<file path="src/rtl/ne_seq_cmp_pkg.sv">
// Shared types and sizing helpers for the multi-cycle chunked inequality checker.
// Optional feature macro used by the top: NE_SEQ_CMP_MISMATCH_IDX_EN.
package ne_seq_cmp_pkg;

  localparam int WIDTH_DEF = 32;
  localparam int CHUNK_DEF = 4;

  typedef enum logic [1:0] {
    IDLE = 2'd0,
    SCAN = 2'd1,
    DONE = 2'd2
  } state_t;

  function automatic int nchunk(input int width, input int chunk);
    return width / chunk;
  endfunction

endpackage

</file>
<file path="src/rtl/ne_seq_cmp_chunk_ne.sv">
// chunk_ne: bitwise XOR of two CHUNK-wide slices folded by a balanced OR tree.
// Leaves are padded to a power of two so the tree depth is ceil(log2(CHUNK)).
module chunk_ne #(
  parameter int CHUNK = 4
) (
  input  logic [CHUNK-1:0] a,
  input  logic [CHUNK-1:0] b,
  output logic             ne
);

  localparam int P = (CHUNK > 1) ? (1 << $clog2(CHUNK)) : 1;

  // heap layout: node[0] is the root, leaves start at node[P-1]
  logic [2*P-2:0] node;

  for (genvar i = 0; i < P; i++) begin : g_leaf
    if (i < CHUNK) begin : g_real
      assign node[P-1+i] = a[i] ^ b[i];
    end else begin : g_pad
      assign node[P-1+i] = 1'b0;
    end
  end

  for (genvar n = 0; n < P - 1; n++) begin : g_tree
    assign node[n] = node[2*n+1] | node[2*n+2];
  end

  assign ne = node[0];

endmodule

</file>
<file path="src/rtl/ne_seq_cmp.sv">
// ne_seq_cmp: captures an operand pair and scans it CHUNK bits per cycle, LSB first,
// exiting on the first differing chunk. Macro NE_SEQ_CMP_MISMATCH_IDX_EN adds mismatch_idx.
//
// state | meaning
// IDLE  | ready for a new operand pair
// SCAN  | comparing chunk idx of the captured pair
// DONE  | result presented, waiting for out_ready
module ne_seq_cmp
  import ne_seq_cmp_pkg::*;
#(
  parameter int WIDTH = WIDTH_DEF,
  parameter int CHUNK = CHUNK_DEF
) (
  input  logic             clock,
  input  logic             reset_n,
  input  logic             flush,
  input  logic             in_valid,
  output logic             in_ready,
  input  logic [WIDTH-1:0] inA,
  input  logic [WIDTH-1:0] inB,
  output logic             out_valid,
  input  logic             out_ready,
`ifdef NE_SEQ_CMP_MISMATCH_IDX_EN
  output logic [$clog2(WIDTH)-1:0] mismatch_idx,
`endif
  output logic             isNotEqual,
  output logic             isEqual
);

  localparam int NCHUNK = nchunk(WIDTH, CHUNK);
  localparam int IDX_W  = (NCHUNK > 1) ? $clog2(NCHUNK) : 1;

  if (WIDTH % CHUNK != 0) begin : g_bad_cfg
    $error("ne_seq_cmp: WIDTH (%0d) must be a multiple of CHUNK (%0d)", WIDTH, CHUNK);
  end

  state_t             state_q, state_d;
  logic [IDX_W-1:0]   idx_q, idx_d;
  logic [WIDTH-1:0]   reg_a, reg_b;
  logic               ne_q, ne_d;
  logic               load;
  logic [CHUNK-1:0]   chunk_a, chunk_b;
  logic               chunk_diff;
  logic               last;

  always_comb begin
    chunk_a = '0;
    chunk_b = '0;
    for (int i = 0; i < NCHUNK; i++) begin
      if (idx_q == IDX_W'(i)) begin
        chunk_a = reg_a[i*CHUNK +: CHUNK];
        chunk_b = reg_b[i*CHUNK +: CHUNK];
      end
    end
  end

  chunk_ne #(.CHUNK(CHUNK)) u_chunk_ne (
    .a  (chunk_a),
    .b  (chunk_b),
    .ne (chunk_diff)
  );

  assign last = (idx_q == IDX_W'(NCHUNK - 1));

  always_comb begin
    state_d = state_q;
    idx_d   = idx_q;
    ne_d    = ne_q;
    load    = 1'b0;
    if (flush) begin
      state_d = IDLE;
      idx_d   = '0;
    end else begin
      case (state_q)
        IDLE: begin
          if (in_valid) begin
            load    = 1'b1;
            idx_d   = '0;
            state_d = SCAN;
          end
        end
        SCAN: begin
          if (chunk_diff) begin
            ne_d    = 1'b1;
            state_d = DONE;
          end else if (last) begin
            ne_d    = 1'b0;
            state_d = DONE;
          end else begin
            idx_d = idx_q + 1'b1;
          end
        end
        DONE: begin
          if (out_ready) state_d = IDLE;
        end
        default: state_d = IDLE;
      endcase
    end
  end

  always_ff @(posedge clock or negedge reset_n) begin
    if (!reset_n) begin
      state_q <= IDLE;
      idx_q   <= '0;
      ne_q    <= 1'b0;
      reg_a   <= '0;
      reg_b   <= '0;
    end else begin
      state_q <= state_d;
      idx_q   <= idx_d;
      ne_q    <= ne_d;
      if (load) begin
        reg_a <= inA;
        reg_b <= inB;
      end
    end
  end

  assign in_ready   = (state_q == IDLE);
  assign out_valid  = (state_q == DONE);
  assign isNotEqual = out_valid & ne_q;
  assign isEqual    = out_valid & ~ne_q;

`ifdef NE_SEQ_CMP_MISMATCH_IDX_EN
  localparam int MI_W = $clog2(WIDTH);

  logic [MI_W-1:0] mi_q, mi_d;
  int              lo_pos;

  // lowest differing bit inside the current chunk, offset by the chunk base
  always_comb begin
    lo_pos = 0;
    for (int j = CHUNK - 1; j >= 0; j--) begin
      if (chunk_a[j] ^ chunk_b[j]) lo_pos = j;
    end
    mi_d = MI_W'(int'(idx_q) * CHUNK + lo_pos);
  end

  always_ff @(posedge clock or negedge reset_n) begin
    if (!reset_n) begin
      mi_q <= '0;
    end else if (!flush && state_q == SCAN && chunk_diff) begin
      mi_q <= mi_d;
    end
  end

  assign mismatch_idx = isNotEqual ? mi_q : '0;
`endif

endmodule

</file>
<file path="config.mk">
export PLATFORM = sky130hd
export DESIGN_NAME = ne_seq_cmp
export DESIGN_NICKNAME = d
export VERILOG_FILES = /design/src/rtl/ne_seq_cmp_pkg.sv /design/src/rtl/ne_seq_cmp_chunk_ne.sv /design/src/rtl/ne_seq_cmp.sv
export SDC_FILE = /design/constraint.sdc
export NUM_CORES = 1
export LEC_CHECK = 0
export BUFFER_PORTS_ARGS = -buffer_cell sky130_fd_sc_hd__buf_4
export CORE_AREA = 2 2 111 70
export CTS_BUF_LIST = sky130_fd_sc_hd__clkbuf_2 sky130_fd_sc_hd__clkbuf_4 sky130_fd_sc_hd__clkbuf_8
export CTS_CLUSTER_SIZE = 20
export DETAILED_ROUTE_END_ITERATION = 10
export DIE_AREA = 0 0 113 72
export PLACE_DENSITY = 0.73
export SLEW_MARGIN = 20
export SYNTH_ARGS = -nofsm -noshare
export SYNTH_HDL_FRONTEND = slang
export SYNTH_HIERARCHICAL = 1
export SYNTH_SLANG_ARGS = --single-unit
</file>
<file path="constraint.sdc">
create_clock -name clock -period 3.35 [get_ports clock]
set_clock_uncertainty 0.15 [all_clocks]
set_input_delay 0.67 -clock clock [delete_from_list [all_inputs] [get_ports clock]]
set_output_delay 0.67 -clock clock [all_outputs]
set_load 0.03 [all_outputs]
</file>
==> impl_results.md, run 1 <==
- Run status: complete, but fails checks
- Failing checks: design-rule violations
- Placer Congestion: around 0.9
- Period utilisation layout: 0.9608
- Static Leak: approximately 2 nW
- Compound-gate portion of the synthesized area: 0.1237
- Relative slew slack: 0.4273
- Slew Limit Fails: 0
- Post-Syn Instances: between 200 and 300
- Max Used Layer: met4
- Largest family of logic cells by synthesized area: multiplexers
- Yosys warning count: 6
- Detail Route Antenna Nets: 0
- Antenna cells: 0
- Yosys cell types: 38
- Via count: 2607
- FF-to-FF setup slack: 0.13 ns
- Final Power: 2.538 mW
- Register area share after synthesis: 0.5034
- Crit end category: flip-flop
- Met1 wire length: 3.781 mm
- Hold Buf Count CTS: 0
- HP Class: primary input to async pin
- Std-Cell Rows: 24
- Layout net count: 451
- Adder-Cell Fraction of Synth Area: 0.02157
- Number of fill cells: ~600
- Max VDD drop: 0.2498 mV
- Die Height: 72 um
- Number of global-route vias before repair: 2529
- Xor/xnor share of the synthesized area: 0.01007
- Gr ovfl total: 0
- Max-Cap Viols: 0
- Hold slack: 0.2759 ns
- Largest net degree at the start of global routing: 71
- # setup viols final: 0
- CTS root buf: clkbuf_8
- Met3 wire len: 627 um
- Minimum clock period after layout: between 3 and 4 ns
- Core Region: 0.007087 mm2
- Commonest non-fill, non-tap cell in the layout: buf_4
- F_max: 310.7 MHz
- Most frequent cells in the layout: buf_4, dfrtp_1, mux2_1
- Synthesized net count: 372
- WL final: between 7 and 8 mm
- Fraction of final layout cells sized beyond drive strength 1: 0.3150
- I/O pin count: 73
- Worst path required time: roughly 3.4 ns
- Max Fanout on Critical Path: 26
- Endpoints failing hold: 0
- Crit start category: flip-flop
- CTS tree: built
- All-layer global routing usage: 0.2046
- Post-Synth Simple-Gate Area: 0.09457
- Initial core utilization: 0.4910
- Avg Cell Area, Syn: between 10 and 15 um2
- Post-DP HPWL: 5.731 mm
- Asr flop ratio synth: 1.000
- R2r endpoint: idx_q[2]$_DFFE_PN0P_
- TritonCTS Buffers: 9
- Post-synthesis mux area share: 0.1909
- R2r worst-path depth: 12
- Critical Path AT: 3.30 ns
- CTS HTree Levels: 3
- Setup Crit Path Kind: flip-flop to flip-flop
- IO buf count: a little over 70
- First-pass GRT wire length: 12.71 mm
- CTS Buffer Depth: 2
- Met2 WL: 3.293 mm
- Synthesized cell area: 0.003480 mm2
- Least-Margin Pin Slew: 0.8591 ns
- Pre-antenna DRT Iters: 8
- Area Growth Syn to Fin: 26.65%
- Starting DRT DRC Count: roughly 240
- #FFs+latches synth: 70
- Initial antenna violation count: 0
- Post-synth EDFFs: 0
- Cell Pwr Density: 576.0 mW/mm2
- Primary FF master, synth: dfrtp_1
- Remaining DRCs: 5
- Clk slew on worst S/H paths: 0.07 ns
- Die ar.: 0.008136 mm2
- Worst-skew pair later-pin latency: 0.35 ns
- Clock sinks: 70
- Chip width: 113 um
- Via density: 5.523
- RR Startpoint: idx_q[1]$_DFFE_PN0P_
- Routed len/inst: 16.49 um
power breakdown:
group | switching (mW) | total, mW | internal (mW) | leakage, nW
sequential | 0.131 | 1.18 | 1.05 | 0.833
combinational | 0.215 | 0.499 | 0.284 | 0.991
clock | 0.321 | 0.856 | 0.535 | 0.122
total | 0.667 | 2.54 | 1.87 | 1.95
cell usage after synthesis (all sizes together), types with 4 or more instances:
library cell,number,area [um2]
a21oi,5,25.02
a221o,6,60.06
a221oi,7,67.56
a22oi,6,45.04
a311oi,6,52.55
buf,15,126.4
clkbuf,4,15.01
dfrtp,70,1752
ha,6,75.07
inv,14,52.55
mux2,59,664.4
nand2,32,120.1
nand2b,9,56.30
nor2,15,56.30
o21ai,11,55.05
o31ai,7,52.55
xnor2,4,35.03
logic make-up after synthesis:
| kind of cell | Yosys count |
|---|---|
| flops | 70 |
| simple gates | 69 |
| mux | 59 |
| compound gates | 56 |
| buf+inv | 33 |
| fa+ha+maj | 6 |
| xor+xnor | 4 |
metal layers:
| metal | vias to the layer above | track usage |
|---|---|---|
| met1 | 1272 | 0.3071 |
| met3 | 9 | 0.06516 |
| li1 | 1217 | - |
| met5 | - | 0 |
| met4 | 0 | 0.06098 |
| met2 | 109 | 0.2841 |
worst max-delay path, stage by stage, from the launching register on:
cell      delay, ns
dfrtp_1        0.41
inv_1          0.09
ha_1           0.23
buf_12         0.17
a221o_1        0.32
a311oi_1       0.37
o31ai_1        0.15
xnor2_1        0.15
nand4_1        0.15
nor2_1         0.08
mux2_4         0.30
a21oi_4        0.18
mux2_2         0.35
sequential cells by signal, indices dropped and copies added, names as in the netlist:
register,flops
state_q,2
reg_b,32
idx_q,3
reg_a,32
ne_q,1
stage by stage:
step / std cells / setup slack [ns] / TNS (ns) / area [um2] / util
after floorplan: 297 / 0.3493 / 0 / 3480 / -
after global placement: 456 / 0.1312 / 0 / 4126 / 0.5823
after detailed placement: 456 / 0.04651 / 0 / 4126 / 0.5823
after CTS: 472 / 0.01932 / 0 / 4383 / 0.6185
after global routing: 472 / -0.005845 / -0.005845 / 4407 / 0.6218
final: 472 / 0.1313 / 0 / 4407 / 0.6218
worst max path at each step:
| stage | from | end | cells past startpoint |
|---|---|---|---|
| 3_5_place_dp | idx_q[0]$_DFFE_PN0P_ | idx_q[2]$_DFFE_PN0P_ | 13 |
| 5_1_grt | idx_q[0]$_DFFE_PN0P_ | idx_q[2]$_DFFE_PN0P_ | 12 |
| 4_1_cts | idx_q[0]$_DFFE_PN0P_ | idx_q[2]$_DFFE_PN0P_ | 13 |
| 2_1_floorplan | idx_q[2]$_DFFE_PN0P_ | idx_q[2]$_DFFE_PN0P_ | 14 |
| 3_3_place_gp | idx_q[0]$_DFFE_PN0P_ | idx_q[2]$_DFFE_PN0P_ | 12 |
| 6_report | idx_q[1]$_DFFE_PN0P_ | idx_q[2]$_DFFE_PN0P_ | 12 |
what timing repair did:
action	4_1_cts	5_1_grt
setup endpoints to repair	0	3
buffers inserted	0	0
gates resized for setup	0	5
cell type report:
| type | instances | area, um2 | share of cell area |
|---|---|---|---|
| multi-input combinational | 194 | 1567 | 0.3555 |
| sequential | 70 | 1752 | 0.3975 |
| timing repair buffer | 87 | 665.6 | 0.1511 |
| clock inverter | 5 | 105.1 | 0.02385 |
| clock buffer | 11 | 151.4 | 0.03436 |
| inverter | 14 | 52.55 | 0.01193 |
| tap | 91 | 113.9 | 0.02584 |
(Power assumes the default switching activity.)
==> inputs of run 2 (changes only) <==
PLACE_DENSITY = 0.76   (was 0.73)
clock period = 2.71 ns   (was 3.35 ns; I/O delays follow)
==> run 2 against run 1 <==
  * The flow finishes with violations (design-rule violations, negative setup slack)
  * Non-clock buffer count rose by 13
  * Die area did not move
  * Combinational power grew 40%
  * Sequential share of layout area is 2.5 points lower
  * Power grew 15%
==> impl_results.md, run 2 (synthesis gave the netlist of run 1 again) <==
- Run status: complete, but fails checks
- Failing checks: design-rule violations, negative setup slack
- Number of fill cells: 549 (-6.8%)
- Std-Cell Rows: 24 (unchanged)
- Most frequent cells in the layout: buf_4, dfrtp_1, mux2_1
- Antenna cells: 0 (unchanged)
- CTS HTree Levels: 3 (unchanged)
- Fraction of final layout cells sized beyond drive strength 1: 0.4112 (+0.09621)
- Commonest non-fill, non-tap cell in the layout: buf_4
- Die ar.: 0.008136 mm2 (unchanged)
- Cell Pwr Density: 620.2 mW/mm2 (+7.7%)
- Largest net degree at the start of global routing: 71 (unchanged)
- I/O pin count: 73 (unchanged)
- Endpoints failing hold: 0 (unchanged)
- Final std cell area, no fill: 0.004705 mm2 (+6.8%)
- Layout net count: 464 (+2.9%)
- First-pass GRT wire length: 14.11 mm (+11%)
- CTS tree: built
- HP Class: primary input to async pin
- All-layer global routing usage: 0.2266 (+0.02202)
- WL final: 8.829 mm (+13%)
- Worst-skew pair later-pin latency: 0.35 ns (about the same)
- Number of global-route vias before repair: 2814 (+11%)
- Relative slew slack: 0.4232 (-0.004055)
- Via density: 5.495 (-0.52%)
- # placed instances: 464 (+1.8%)
- Period utilisation layout: 1.125 (+0.1644)
- Setup Crit Path Kind: flip-flop to flip-flop
- CTS root buf: clkbuf_8
- Max VDD drop: 0.3609 mV (+44%)
- Chip width: 113 um (unchanged)
- Setup slack at placement: -0.4918 ns (-0.5383 ns)
- Hold slack: 0.1590 ns (-0.1168 ns)
- Area taken by multi-input logic gates: 0.001758 mm2 (+12%)
- Static Leak: 2.042 nW (+4.9%)
- Layout Cells excl Fill: 485 (+2.8%)
- Top flop regs: reg_a: 32 flops, reg_b: 32 flops, idx_q: 3 flops
- Core Region: 0.007087 mm2 (unchanged)
- TritonCTS Buffers: 9 (unchanged)
- Routed len/inst: 18.20 um (+10%)
- DP Area: 0.004270 mm2 (+3.5%)
- Register area: 0.001754 mm2 (+0.14%)
- Initial antenna violation count: 0 (unchanged)
- Crit end category: flip-flop
- Crit start category: flip-flop
- CTS Buffer Depth: 2 (unchanged)
- # setup viols final: 5 (+5)
- Final Power: 2.918 mW (+15%)
- Initial core utilization: 0.4910 (unchanged)
- Final Util: 0.6638 (+0.04202)
- Area Growth Syn to Fin: 35.20%
- Placer Congestion: 0.9319 (+3.8%)
- Via count: 2665 (+2.2%)
- Minimum clock period after layout: 3.049 ns (-0.1694 ns)
- Pre-antenna DRT Iters: 8 (unchanged)
- Final setup margin: -0.3394 ns (-0.4706 ns)
- Detail Route Antenna Nets: 0 (unchanged)
- Post-DP HPWL: 6.258 mm (+9.2%)
- Least-Margin Pin Slew: 0.8652 ns (+0.006081 ns)
- Die Height: 72 um (unchanged)
- Gr ovfl total: 0 (unchanged)
- Clock sinks: 70 (unchanged)
- Clk slew on worst S/H paths: 0.07 ns (about the same)
- Slew Limit Fails: 0 (unchanged)
- Remaining DRCs: 7 (+2)
- Max Fanout on Critical Path: 7 (-73%)
- Post-route setup TNS: -1.031 ns (-1.031 ns)
- Worst path required time: 2.80 ns (-0.63 ns)
- Starting DRT DRC Count: 178 (-27%)
- Critical Path AT: 3.14 ns (-0.16 ns)
- Unrepaired setup endpoints after global routing: true
- IO buf count: 72 (unchanged)
- Max-Cap Viols: 0 (unchanged)
- F_max: 327.9 MHz (+5.6%)
run 2: path summary, 6_finish.rpt:
kind / slack, ns / cells past startpoint / end / startpoint
max: -0.34 / 12 / idx_q[2]$_DFFE_PN0P_ / idx_q[0]$_DFFE_PN0P_
min: 0.16 / 1 / reg_b[2]$_DFFE_PN0P_ / reset_n
max reg2reg: -0.34 / 12 / idx_q[2]$_DFFE_PN0P_ / idx_q[0]$_DFFE_PN0P_
min reg2reg: 0.34 / 1 / reg_b[27]$_DFFE_PN0P_ / reg_b[27]$_DFFE_PN0P_
max in group asynchronous: 1.65 / 1 / idx_q[1]$_DFFE_PN0P_ / reset_n
min in group clock: 0.25 / 3 / reg_a[19]$_DFFE_PN0P_ / inA[19]
run 2: worst max-delay path, cell delays in order (launching register included):
cell,delay [ns]
dfrtp_2,0.46
buf_6,0.14
ha_4,0.19
buf_6,0.14
a221o_1,0.35
a311oi_2,0.27
o31ai_2,0.11
xnor2_1,0.15
nand4_1,0.16
nor2_2,0.05
mux2_4,0.27
a21oi_4,0.17
mux2_4,0.32
run 2: where the power goes:
| part | switching [mW] | internal, mW | leakage, nW |
|---|---|---|---|
| combinational | 0.306 | 0.392 | 1.12 |
| clock | 0.386 | 0.373 | 0.0930 |
| sequential | 0.160 | 1.30 | 0.830 |
run 2: what timing repair did:
item / CTS / global route
hold buffers: 0 / 0
setup buffers: 5 / 2
gates cloned: 0 / 1
resized for setup: 29 / 15
pin swaps: 13 / 13
setup endpoints to repair: 6 / 6
run 2: layer usage:
| layer | track usage | part of all wire |
|---|---|---|
| met1 | 0.3242 | 0.47 |
| met5 | 0 | 0 |
| met4 | 0.05827 | 0.011 |
| met2 | 0.3293 | 0.43 |
| met3 | 0.08354 | 0.088 |
run 2: final cells by class:
cell class	count	area share
inverter	14	0.01223
sequential	70	0.3729
timing repair buffer	100	0.1798
clock inverter	4	0.004787
multi-input combinational	194	0.3737
clock buffer	12	0.03245
tap	91	0.02420
